$ cat src/rtl/unicone_util_defs.sv
// ============================================================================
// Module  : unicone_util_defs (package)
// Brief   : Shared constant helpers and defaults for Unicone front-end blocks.
// Revision: 1.0 - initial release
// ============================================================================
`default_nettype none

package unicone_util_defs;

   localparam int c_DEFAULT_SYNC_STAGES   = 2;
   localparam int c_DEFAULT_FILTER_CYCLES = 4;

   // Ceiling log2, usable in parameter and localparam expressions.
   function automatic int clog2(input int value);
      int result;
      int v;
      result = 0;
      v      = value - 1;
      while (v > 0) begin
         result = result + 1;
         v      = v >> 1;
      end
      return result;
   endfunction

endpackage

`default_nettype wire

$ cat src/rtl/edge_event_channel.sv
// ============================================================================
// Module  : edge_event_channel
// Brief   : One channel: synchroniser, glitch filter, edge detector, sticky
//           flag and (with EDGE_EVENT_BANK_COUNT_EN) a saturating counter.
// Revision: 1.0 - initial release
// ============================================================================
`default_nettype none

module edge_event_channel
   import unicone_util_defs::*;
#(
   parameter int   SYNC_STAGES   = c_DEFAULT_SYNC_STAGES,
   parameter int   FILTER_CYCLES = c_DEFAULT_FILTER_CYCLES,
   parameter logic INIT_LEVEL    = 1'b0,
   parameter int   COUNT_BITS    = 8
) (
   input  logic                  clk,
   input  logic                  reset,
   input  logic                  in,
   input  logic                  rise_en,
   input  logic                  fall_en,
   input  logic                  flag_clear,
   output logic                  level,
   output logic                  edge_pulse,
`ifdef EDGE_EVENT_BANK_COUNT_EN
   output logic [COUNT_BITS-1:0] count,
`endif
   output logic                  flag
);

   localparam int                 c_CNT_W    = clog2(FILTER_CYCLES + 1);
   localparam logic [c_CNT_W-1:0] c_CNT_LAST = c_CNT_W'(FILTER_CYCLES - 1);

   logic [SYNC_STAGES-1:0] r_sync;
   logic [c_CNT_W-1:0]     r_cnt;
   logic [c_CNT_W-1:0]     w_cnt_nxt;
   logic                   r_level;
   logic                   w_level_nxt;
   logic                   w_sync;
   logic                   w_hit;
   logic                   r_pulse;
   logic                   r_flag;

   always_comb begin
      w_sync      = r_sync[SYNC_STAGES-1];
      w_level_nxt = r_level;
      w_cnt_nxt   = '0;
      if (w_sync != r_level) begin
         if (r_cnt == c_CNT_LAST) begin
            w_level_nxt = w_sync;
         end else begin
            w_cnt_nxt = r_cnt + 1'b1;
         end
      end
      w_hit = (w_level_nxt != r_level) &&
              ((w_level_nxt && rise_en) || (!w_level_nxt && fall_en));
   end

   always_ff @(posedge clk or posedge reset) begin
      if (reset) begin
         r_sync  <= {SYNC_STAGES{INIT_LEVEL}};
         r_level <= INIT_LEVEL;
         r_cnt   <= '0;
         r_pulse <= 1'b0;
         r_flag  <= 1'b0;
      end else begin
         r_sync  <= {r_sync[SYNC_STAGES-2:0], in};
         r_level <= w_level_nxt;
         r_cnt   <= w_cnt_nxt;
         r_pulse <= w_hit;
         // A new event outranks a clear arriving in the same cycle.
         if (w_hit) begin
            r_flag <= 1'b1;
         end else if (flag_clear) begin
            r_flag <= 1'b0;
         end
      end
   end

`ifdef EDGE_EVENT_BANK_COUNT_EN
   logic [COUNT_BITS-1:0] r_count;

   always_ff @(posedge clk or posedge reset) begin
      if (reset) begin
         r_count <= '0;
      end else if (flag_clear) begin
         r_count <= COUNT_BITS'(w_hit);
      end else if (w_hit && (r_count != {COUNT_BITS{1'b1}})) begin
         r_count <= r_count + 1'b1;
      end
   end

   assign count = r_count;
`endif

   assign level      = r_level;
   assign edge_pulse = r_pulse;
   assign flag       = r_flag;

endmodule

`default_nettype wire

$ cat src/rtl/edge_event_bank.sv
// ============================================================================
// Module  : edge_event_bank
// Brief   : Multi-channel synchronised, filtered edge detector with sticky
//           flags. Define EDGE_EVENT_BANK_COUNT_EN for per-channel counters.
// Revision: 1.0 - initial release
// ============================================================================
`default_nettype none

module edge_event_bank
   import unicone_util_defs::*;
#(
   parameter int                  CHANNELS      = 8,
   parameter int                  SYNC_STAGES   = c_DEFAULT_SYNC_STAGES,
   parameter int                  FILTER_CYCLES = c_DEFAULT_FILTER_CYCLES,
   parameter logic [CHANNELS-1:0] INIT_LEVEL    = {CHANNELS{1'b0}},
   parameter int                  COUNT_BITS    = 8,
   localparam int                 SEL_W         = (clog2(CHANNELS) < 1) ? 1 : clog2(CHANNELS)
) (
   input  logic                  clk,
   input  logic                  reset,
   input  logic [CHANNELS-1:0]   in,
   input  logic [CHANNELS-1:0]   rise_en,
   input  logic [CHANNELS-1:0]   fall_en,
   input  logic [CHANNELS-1:0]   flag_clear,
   output logic [CHANNELS-1:0]   level,
   output logic [CHANNELS-1:0]   edge_pulse,
`ifdef EDGE_EVENT_BANK_COUNT_EN
   input  logic [SEL_W-1:0]      count_sel,
   output logic [COUNT_BITS-1:0] count_out,
`endif
   output logic [CHANNELS-1:0]   flags
);

   if (CHANNELS < 1 || CHANNELS > 32 || SYNC_STAGES < 2 ||
       FILTER_CYCLES < 1 || COUNT_BITS < 1) begin : g_param_check
      $error("edge_event_bank: parameter out of range");
   end

`ifdef EDGE_EVENT_BANK_COUNT_EN
   logic [COUNT_BITS-1:0] w_counts [CHANNELS];
`endif

   for (genvar i = 0; i < CHANNELS; i++) begin : g_ch
      edge_event_channel #(
         .SYNC_STAGES   (SYNC_STAGES),
         .FILTER_CYCLES (FILTER_CYCLES),
         .INIT_LEVEL    (INIT_LEVEL[i]),
         .COUNT_BITS    (COUNT_BITS)
      ) u_channel (
         .clk        (clk),
         .reset      (reset),
         .in         (in[i]),
         .rise_en    (rise_en[i]),
         .fall_en    (fall_en[i]),
         .flag_clear (flag_clear[i]),
         .level      (level[i]),
         .edge_pulse (edge_pulse[i]),
`ifdef EDGE_EVENT_BANK_COUNT_EN
         .count      (w_counts[i]),
`endif
         .flag       (flags[i])
      );
   end

`ifdef EDGE_EVENT_BANK_COUNT_EN
   // Selects beyond the last channel read as zero rather than aliasing.
   always_comb begin
      count_out = '0;
      if (32'(count_sel) < CHANNELS) begin
         count_out = w_counts[count_sel];
      end
   end
`endif

endmodule

`default_nettype wire
$ cat config.mk
export PLATFORM = sky130hd
export DESIGN_NAME = edge_event_bank
export DESIGN_NICKNAME = d
export VERILOG_FILES = /design/src/rtl/unicone_util_defs.sv /design/src/rtl/edge_event_channel.sv /design/src/rtl/edge_event_bank.sv
export SDC_FILE = /design/constraint.sdc
export NUM_CORES = 1
export LEC_CHECK = 0
export ABC_AREA = 1
export BUFFER_PORTS_ARGS = -buffer_cell sky130_fd_sc_hd__buf_2
export CORE_ASPECT_RATIO = 0.6
export CORE_MARGIN = 8
export CORE_UTILIZATION = 50
export CTS_CLUSTER_DIAMETER = 100
export DETAILED_ROUTE_END_ITERATION = 6
export PLACE_DENSITY = 0.79
export SYNTH_ARGS = -nofsm -noshare
export SYNTH_HDL_FRONTEND = slang
export SYNTH_SLANG_ARGS = --single-unit
$ cat constraint.sdc
create_clock -name clk -period 2.95 [get_ports clk]
set_clock_uncertainty 0.2 [all_clocks]
set_input_delay 0.295 -clock clk [delete_from_list [all_inputs] [get_ports clk]]
set_output_delay 0.295 -clock clk [all_outputs]
set_load 0.1 [all_outputs]
* Yosys cells after proc, flatten, opt, wreduce, memory -nomap -nowiden
Index checks and enable logic that the tools add are counted. Widths: inputs -> output; s select.
Operators by class: add/subtract/negate cells 8, equality and inequality tests 24, mux-type cells 48, reductions and logical operators 48
Operator list (number):
- $mux 3 | 16
- $mux 1 | 32
- $add 3x1->3 const B | 8
- $eq 3x2->1 const B | 8
- $logic_and 1x1->1 | 24
- $ne 1x1->1 | 16
- $reduce_bool 2->1 | 8
- $logic_not 1->1 | 8
- $logic_or 1x1->1 | 8
Storage, ports and cells: register bits 64, input bits 34, output and inout port bits 24, word-level logic and storage cells 168

* Depth between registers and ports, before layout
Gate-level depths: netlist of the first run.
depth in word-level cells 8, gate-level depth with buffers 7, gate-level depth less buffers 7

* Hierarchy
From an unflattened synthesis of the first run, not the netlist that was laid out.
Unflattened totals: cells, all modules 268, area total of the unflattened synthesis 2587.5 µm²
By module, submodules not included:
- edge_event_channel (g_ch[1].u_channel ...) | instances 7, cells each 33, area each 320.3 µm², sequential area each 200.2 µm²
- edge_event_channel (g_ch[0].u_channel) | instances 1, cells each 37, area each 345.3 µm², sequential area each 200.2 µm²

* Worst setup path before layout of the first run
OpenSTA, ideal clock, no wires.
path kind flip-flop to flip-flop, from register g_ch[7].u_channel.r_cnt[0], to register g_ch[7].u_channel.r_level, setup time 125 ps, data arrival time 970 ps, data required time 2625 ps, slack 1655 ps, stages on the path, launching flop included 4, buffers on the path 0, period minus slack after synthesis 1295 ps, path through dfrtp_1 -> ha_1 -> nand2_1 -> mux2_2
Between the ends: longest elaborated chain between the ends 3
RTL lines:
- start, declared | RTL line edge_event_channel.sv:35 | logic [c_CNT_W-1:0] r_cnt;
- start signal, assigned | RTL line edge_event_channel.sv:69 | r_cnt <= w_cnt_nxt;
- $eq 3x2->1 | RTL line edge_event_channel.sv:49 | if (r_cnt == c_CNT_LAST) begin
- $mux 1 | RTL line edge_event_channel.sv:49
- $mux 1 | RTL line edge_event_channel.sv:48 | if (w_sync != r_level) begin
- named net g_ch[7].u_channel.w_level_nxt | RTL line edge_event_channel.sv:38 | logic w_level_nxt;
- end signal, assigned | RTL line edge_event_channel.sv:68 | r_level <= w_level_nxt;
- end, declared | RTL line edge_event_channel.sv:37 | logic r_level;
The timed path passes the listed nets, and every way through them passes these cells. A chain may end at the register's enable or synchronous reset.

* Final worst setup path of the first run
from register g_ch[3].u_channel.r_level, to output level[3]
RTL lines:
- start, declared | RTL line edge_event_channel.sv:37
- start signal, assigned | RTL line edge_event_channel.sv:68
- end, declared | RTL line edge_event_bank.sv:25 | output logic [CHANNELS-1:0] level,
No word-level cell between the ends.

==> impl_metrics.env, run 1 <==
export IMPL_cp_end_kind="output pin"
export IMPL_via_count=1816
export IMPL_routed_wl_um=4620
export IMPL_clkSlewWorstSetupHoldPaths_ns=0.07
export IMPL_status="finished, final reports clean"
export IMPL_finish_instance_area_sq_um=3210
export IMPL_n_antenna_cell=0
export IMPL_max_slew_worst_pin_slew_ns=0.766
export IMPL_dr_first_iter_drc_count=91
export IMPL_grt_pass1_wl_um=7930
export IMPL_die_w_um=110
export IMPL_postCtsSetupBuffers=0
export IMPL_drt_pass1_iterations=4
export IMPL_syn2layout_area_growth_pct=20.2
export IMPL_drive_gt1_share_pct=23.0
export IMPL_start_util_pct=52.3
export IMPL_first_global_vias=1828
export IMPL_clk_latency_ns=0.33
export IMPL_fin_util_pct=62.9
export IMPL_die_area_sq_um=8010
export IMPL_cts_buffer_depth=2
export IMPL_grtUsageMet1_pct=15.2
export IMPL_cts_resized=0
export IMPL_slowest_delay_ns=0.45
export IMPL_gp_congestion=0.784
export IMPL_dpl_hpwl_um=3360
export IMPL_rows=20
export IMPL_die_y_um=72.6
export IMPL_worstSetupStartpointType="register"
export IMPL_critPathKind="register to output pin"
export IMPL_drv_slew=0
export IMPL_tns_ns=0
export IMPL_grt_use_met2_pct=19.7
export IMPL_antenna_found_initial=0
export IMPL_ios=58
export IMPL_top_usage_layer="met2"
export IMPL_place_area_sq_um=2870
export IMPL_viasPerCell=4.43
export IMPL_ys_seq_elements=64
export IMPL_overflow=0
export IMPL_hold_viol=0
export IMPL_worstHoldPathType="primary input to register"
export IMPL_power_density_nw_per_um2=939
export IMPL_core_sq_um=5100
export IMPL_path_cells="buf_2"
export IMPL_crit_required_ns=2.46
export IMPL_setup_violations=0
export IMPL_critPathSlowestCell="buf_2"
export IMPL_timing_final_crit_share_pct=57.1
export IMPL_cp_data_arrival_time_ns=1.19
export IMPL_synth_nets=320
export IMPL_ant_nets=0
export IMPL_peakVddDrop_mv=0.397
export IMPL_seq_area_frac_synth_pct=60.0
export IMPL_track_usage_pct=13.0
export IMPL_cpLargestDelayFamily="buffers and inverters"
export IMPL_clock_root_buffer="clkbuf_8"
export IMPL_path_max_fanout=4
export IMPL_leakage_nw=1.86
export IMPL_htree_levels=3
export IMPL_ys_types=13
export IMPL_clock_sinks=64
export IMPL_drc=0
export IMPL_cts_tree="yes"
export IMPL_fin_nets=381
export IMPL_port_buffer_count=57
export IMPL_syn_inst=278
export IMPL_maxCapViolCount=0
export IMPL_slew_headroom_pct=48.9
export IMPL_grt_util_met3_pct=6.70
export IMPL_critPathBufInv=1
export IMPL_period_minus_slack_ns=1.68
export IMPL_grt_start_max_net_pins=65
export IMPL_synth_area_per_cell_sq_um=9.61
export IMPL_max_freq_ghz=0.594
export IMPL_yosys_warnings=0
export IMPL_holdWs_ns=0.0430
export IMPL_syn_area_sq_um=2670
export IMPL_numCtsBuffers=9
export IMPL_post_drt_wl_per_cell_um=11.3
export IMPL_rsz0062_at_grt="false"
where the power goes:
part | internal, mW | total (mW) | switching [mW]
Clock | 0.373 | 0.676 | 0.303
Sequential | 1.06 | 1.17 | 0.109
Combinational | 0.274 | 1.17 | 0.901
cells by family (layout without fill, tap and decap cells):
kind of cell	count (synthesis)	in the layout	synth area share, %
simple gates	125	125	20.6
flops	64	64	60.0
xor+xnor	3	3	0.984
buf+inv	75	141	13.9
fa+ha+maj	8	8	3.75
compound gates	2	2	0.375
mux	1	1	0.422
placed cells by master, fill, tap and decap left out:
master and count:
inv_1 50, nand2_2 5, inv_2 1, o21ai_0 2
nor3b_1 8, xnor2_1 3, clkinv_2 1, dlygate4sd3_1 16
nand2_1 63, clkbuf_1 2, clkbuf_8 12, ha_1 8
buf_4 1, mux2_2 1, buf_2 57, nor3_1 8
nor2_1 18, nand3_1 23, clkinvlp_4 1, dfrtp_1 64
path summary, 6_finish.rpt:
path                                        startpoint                           end  slack (ns)  depth (start not counted)
min in group asynchronous                        reset  g_ch[1].u_channel.edge_pulse        0.53                          4
min reg2reg                g_ch[6].u_channel.r_sync[0]   g_ch[6].u_channel.r_sync[1]        0.15                          0
min                                      flag_clear[7]        g_ch[7].u_channel.flag        0.04                          4
max in group asynchronous                        reset    g_ch[5].u_channel.r_cnt[0]        1.51                          4
max                            g_ch[3].u_channel.level                      level[3]        1.27                          1
max reg2reg                 g_ch[2].u_channel.r_cnt[0]        g_ch[2].u_channel.flag        1.53                          7
synthesized netlist by cell type, drive strengths merged:
cell   instances  area (sq um)
dfrtp         64          1600
xnor2          3          26.3
nor3b          8          60.1
ha             8           100
mux2           1          11.3
o21ai          2          10.0
inv           51           191
nand3         23           115
nor3           8          40.0
buf           24           180
nand2         68           268
nor2          18          67.6
stage by stage:
stage / cells / power, mW / setup WS [ns]
floorplan: 278 / 2.25 / 0.857
global placement: 378 / 2.31 / 1.62
detailed placement: 378 / 2.35 / 1.53
CTS: 410 / 3.06 / 1.23
global route: 410 / 3.23 / 1.20
finish: 410 / 3.02 / 1.27
state kept, by name, summed over array words and instances, names as in the netlist:
| signal | count |
|---|---|
| g_ch.u_channel.r_cnt | 24 |
| g_ch.u_channel.r_sync | 16 |
| g_ch.u_channel.edge_pulse | 8 |
| g_ch.u_channel.flag | 8 |
| g_ch.u_channel.level | 8 |
metal layers:
metal | vias up | wire (um) | share of wire, %
li1 | 941 | - | -
met1 | 819 | 2110 | 46
met2 | 50 | 2000 | 43
met3 | 6 | 461 | 10
met4 | 0 | 49 | 1.1
met5 | - | 0 | 0
layout make-up:
cell class	instances	area [sq um]
clock inverter	2	12.5
clock buffer	14	173
multi-input combinational	139	698
timing repair buffer	74	453
tap	66	82.6
fill	426	1890
inverter	51	191
sequential	64	1600
repair_timing:
action / CTS / global route
hold buffers: 16 / 0
hold endpoints to repair: 30 / 0
setup endpoints to repair: 0 / 0
No activity file was read; power rests on OpenSTA's default activity.
==> run 2, diff against run 1 <==
- CORE_UTILIZATION: 50 -> 48
- PLACE_DENSITY: 0.79 -> 0.8
- clock period: 2.95 -> 1.39 ns (I/O delays scaled with it)
==> run 2 against run 1 <==
  * The flow now finishes with violations (negative hold slack)
  * Power is 150% higher
  * Via count is 7.5% higher
  * Combinational power grew to 2.9 times the previous value
  * Clock power is 100% higher
  * Non-clock buffer count is 21 higher
  * Sequential share of layout area decreased by 8.7 points
  * Register-to-register slack worse by 1.5 ns
  * Largest power group is now combinational cells
  * First-iteration DRC count is 3.3% higher
  * Worst setup slack got worse by 1.2 ns
==> impl_metrics.env, run 2 (synthesis gave the netlist of run 1 again) <==
export IMPL_clk_latency_ns=0.34
export IMPL_final_cells=434
export IMPL_timing_final_crit_share_pct=96.8
export IMPL_syn2layout_area_growth_pct=45.9
export IMPL_ant_nets=0
export IMPL_rows=21
export IMPL_max_freq_ghz=0.743
export IMPL_period_minus_slack_ns=1.35
export IMPL_crit_required_ns=1.42
export IMPL_cts_tree="yes"
export IMPL_violations="negative hold slack"
export IMPL_dr_first_iter_drc_count=94
export IMPL_setup_violations=0
export IMPL_first_global_vias=2078
export IMPL_worstSetupStartpointType="register"
export IMPL_gp_congestion=0.825
export IMPL_regArea_sq_um=1610
export IMPL_leakage_nw=2.01
export IMPL_holdWs_ns=-0.0100
export IMPL_worstHoldPathType="primary input to register"
export IMPL_layout_commonest_cell="dfrtp_1"
export IMPL_critPathKind="register to register"
export IMPL_clock_root_buffer="clkbuf_8"
export IMPL_post_drt_wl_per_cell_um=13.4
export IMPL_via_count=1953
export IMPL_dpl_hpwl_um=3770
export IMPL_n_fill_cell=378
export IMPL_drt_pass1_iterations=4
export IMPL_worst_slack_ns=0.0445
export IMPL_final_cell_mix="dfrtp_1, nand2_1, inv_1"
export IMPL_hold_viol=2
export IMPL_cts_buffer_depth=2
export IMPL_grt_pass1_wl_um=9430
export IMPL_cp_end_kind="register"
export IMPL_die_w_um=112
export IMPL_antenna_found_initial=0
export IMPL_n_antenna_cell=0
export IMPL_viasPerCell=4.50
export IMPL_htree_levels=3
export IMPL_drc=0
export IMPL_track_usage_pct=14.7
export IMPL_peakVddDrop_mv=1.53
export IMPL_core_sq_um=5470
export IMPL_pre_cts_ws_ns=-0.0159
export IMPL_die_y_um=73.8
export IMPL_die_area_sq_um=8290
export IMPL_regMostFlops="g_ch.u_channel.r_cnt"
export IMPL_reg_top3="g_ch.u_channel.r_cnt (24), g_ch.u_channel.r_sync (16)"
export IMPL_routed_wl_um=5800
export IMPL_port_buffer_count=57
export IMPL_maxCapViolCount=0
export IMPL_start_util_pct=48.9
export IMPL_drv_slew=0
export IMPL_slew_headroom_pct=73.2
export IMPL_clock_sinks=64
export IMPL_path_max_fanout=4
export IMPL_ios=58
export IMPL_dp_cells=383
export IMPL_grt_start_max_net_pins=65
export IMPL_cp_data_arrival_time_ns=1.37
export IMPL_drive_gt1_share_pct=29.0
export IMPL_clkSlewWorstSetupHoldPaths_ns=0.06
export IMPL_p_total_mw=7.40
export IMPL_overflow=0
export IMPL_fin_nets=402
export IMPL_max_slew_worst_pin_slew_ns=0.400
export IMPL_power_density_nw_per_um2=1900
export IMPL_multiInputGateArea_sq_um=823
export IMPL_fin_util_pct=71.3
export IMPL_largest_reg_flops=24
export IMPL_status="complete, but fails checks"
export IMPL_numCtsBuffers=9
-- run 2: area by class of cell --
cell class,instances,area share [%]
Sequential cell,64,41.2
Timing Repair Buffer,95,26.2
Multi-Input combinational cell,139,21.1
Inverter,51,5.01
Clock buffer,13,3.82
Tap cell,69,2.22
Clock inverter,3,0.449
-- run 2: final timing paths --
check                                            startpoint                          end  slack, ns  depth (start not counted)
worst max-delay path             g_ch[0].u_channel.r_cnt[0]       g_ch[0].u_channel.flag       0.04                          7
worst min-delay path                             fall_en[0]       g_ch[0].u_channel.flag      -0.01                          5
worst max register to register   g_ch[0].u_channel.r_cnt[0]       g_ch[0].u_channel.flag       0.04                          7
worst min register to register  g_ch[0].u_channel.r_sync[0]  g_ch[0].u_channel.r_sync[1]       0.15                          0
max in group asynchronous                             reset      g_ch[5].u_channel.level       0.46                          4
min in group asynchronous                             reset  g_ch[0].u_channel.r_sync[1]       0.23                          4
-- run 2: what timing repair did --
action	in CTS	in global routing
hold buffers	31	0
endpoints found under the setup margin	5	19
resized for setup	4	28
setup buffers	0	4
pin swaps	0	8
endpoints found under the hold margin	88	0
-- run 2: layer usage --
layer | vias to the layer above | global-route usage, % | routed length, um
met5 | - | 0 | 0
met4 | 0 | 4.45 | 99
met3 | 12 | 7.38 | 348
met2 | 52 | 26.3 | 3070
met1 | 908 | 15.0 | 2280
li1 | 981 | - | -
-- run 2: report_power, final --
group          switching [mW]  internal, mW  total (mW)
Combinational            2.04          1.33        3.37
Clock                   0.665         0.691        1.36
Sequential              0.417          2.25        2.67
Total                    3.13          4.27        7.40
-- run 2: critical path, stage by stage (launching register included) --
cell,delay (ns)
dfrtp_1,0.39
ha_2,0.21
nand2_2,0.10
nand2_2,0.06
nand2_1,0.09
nand2_1,0.07
nand3_2,0.07
nand2_1,0.05
-- run 2: metrics by stage --
stage	instance area [sq um]	setup TNS (ns)
after detailed placement	3260	-0.0238
after CTS	3750	0
after global routing	3900	-0.113
final	3900	0
after floorplan	2680	0
after global placement	3260	0
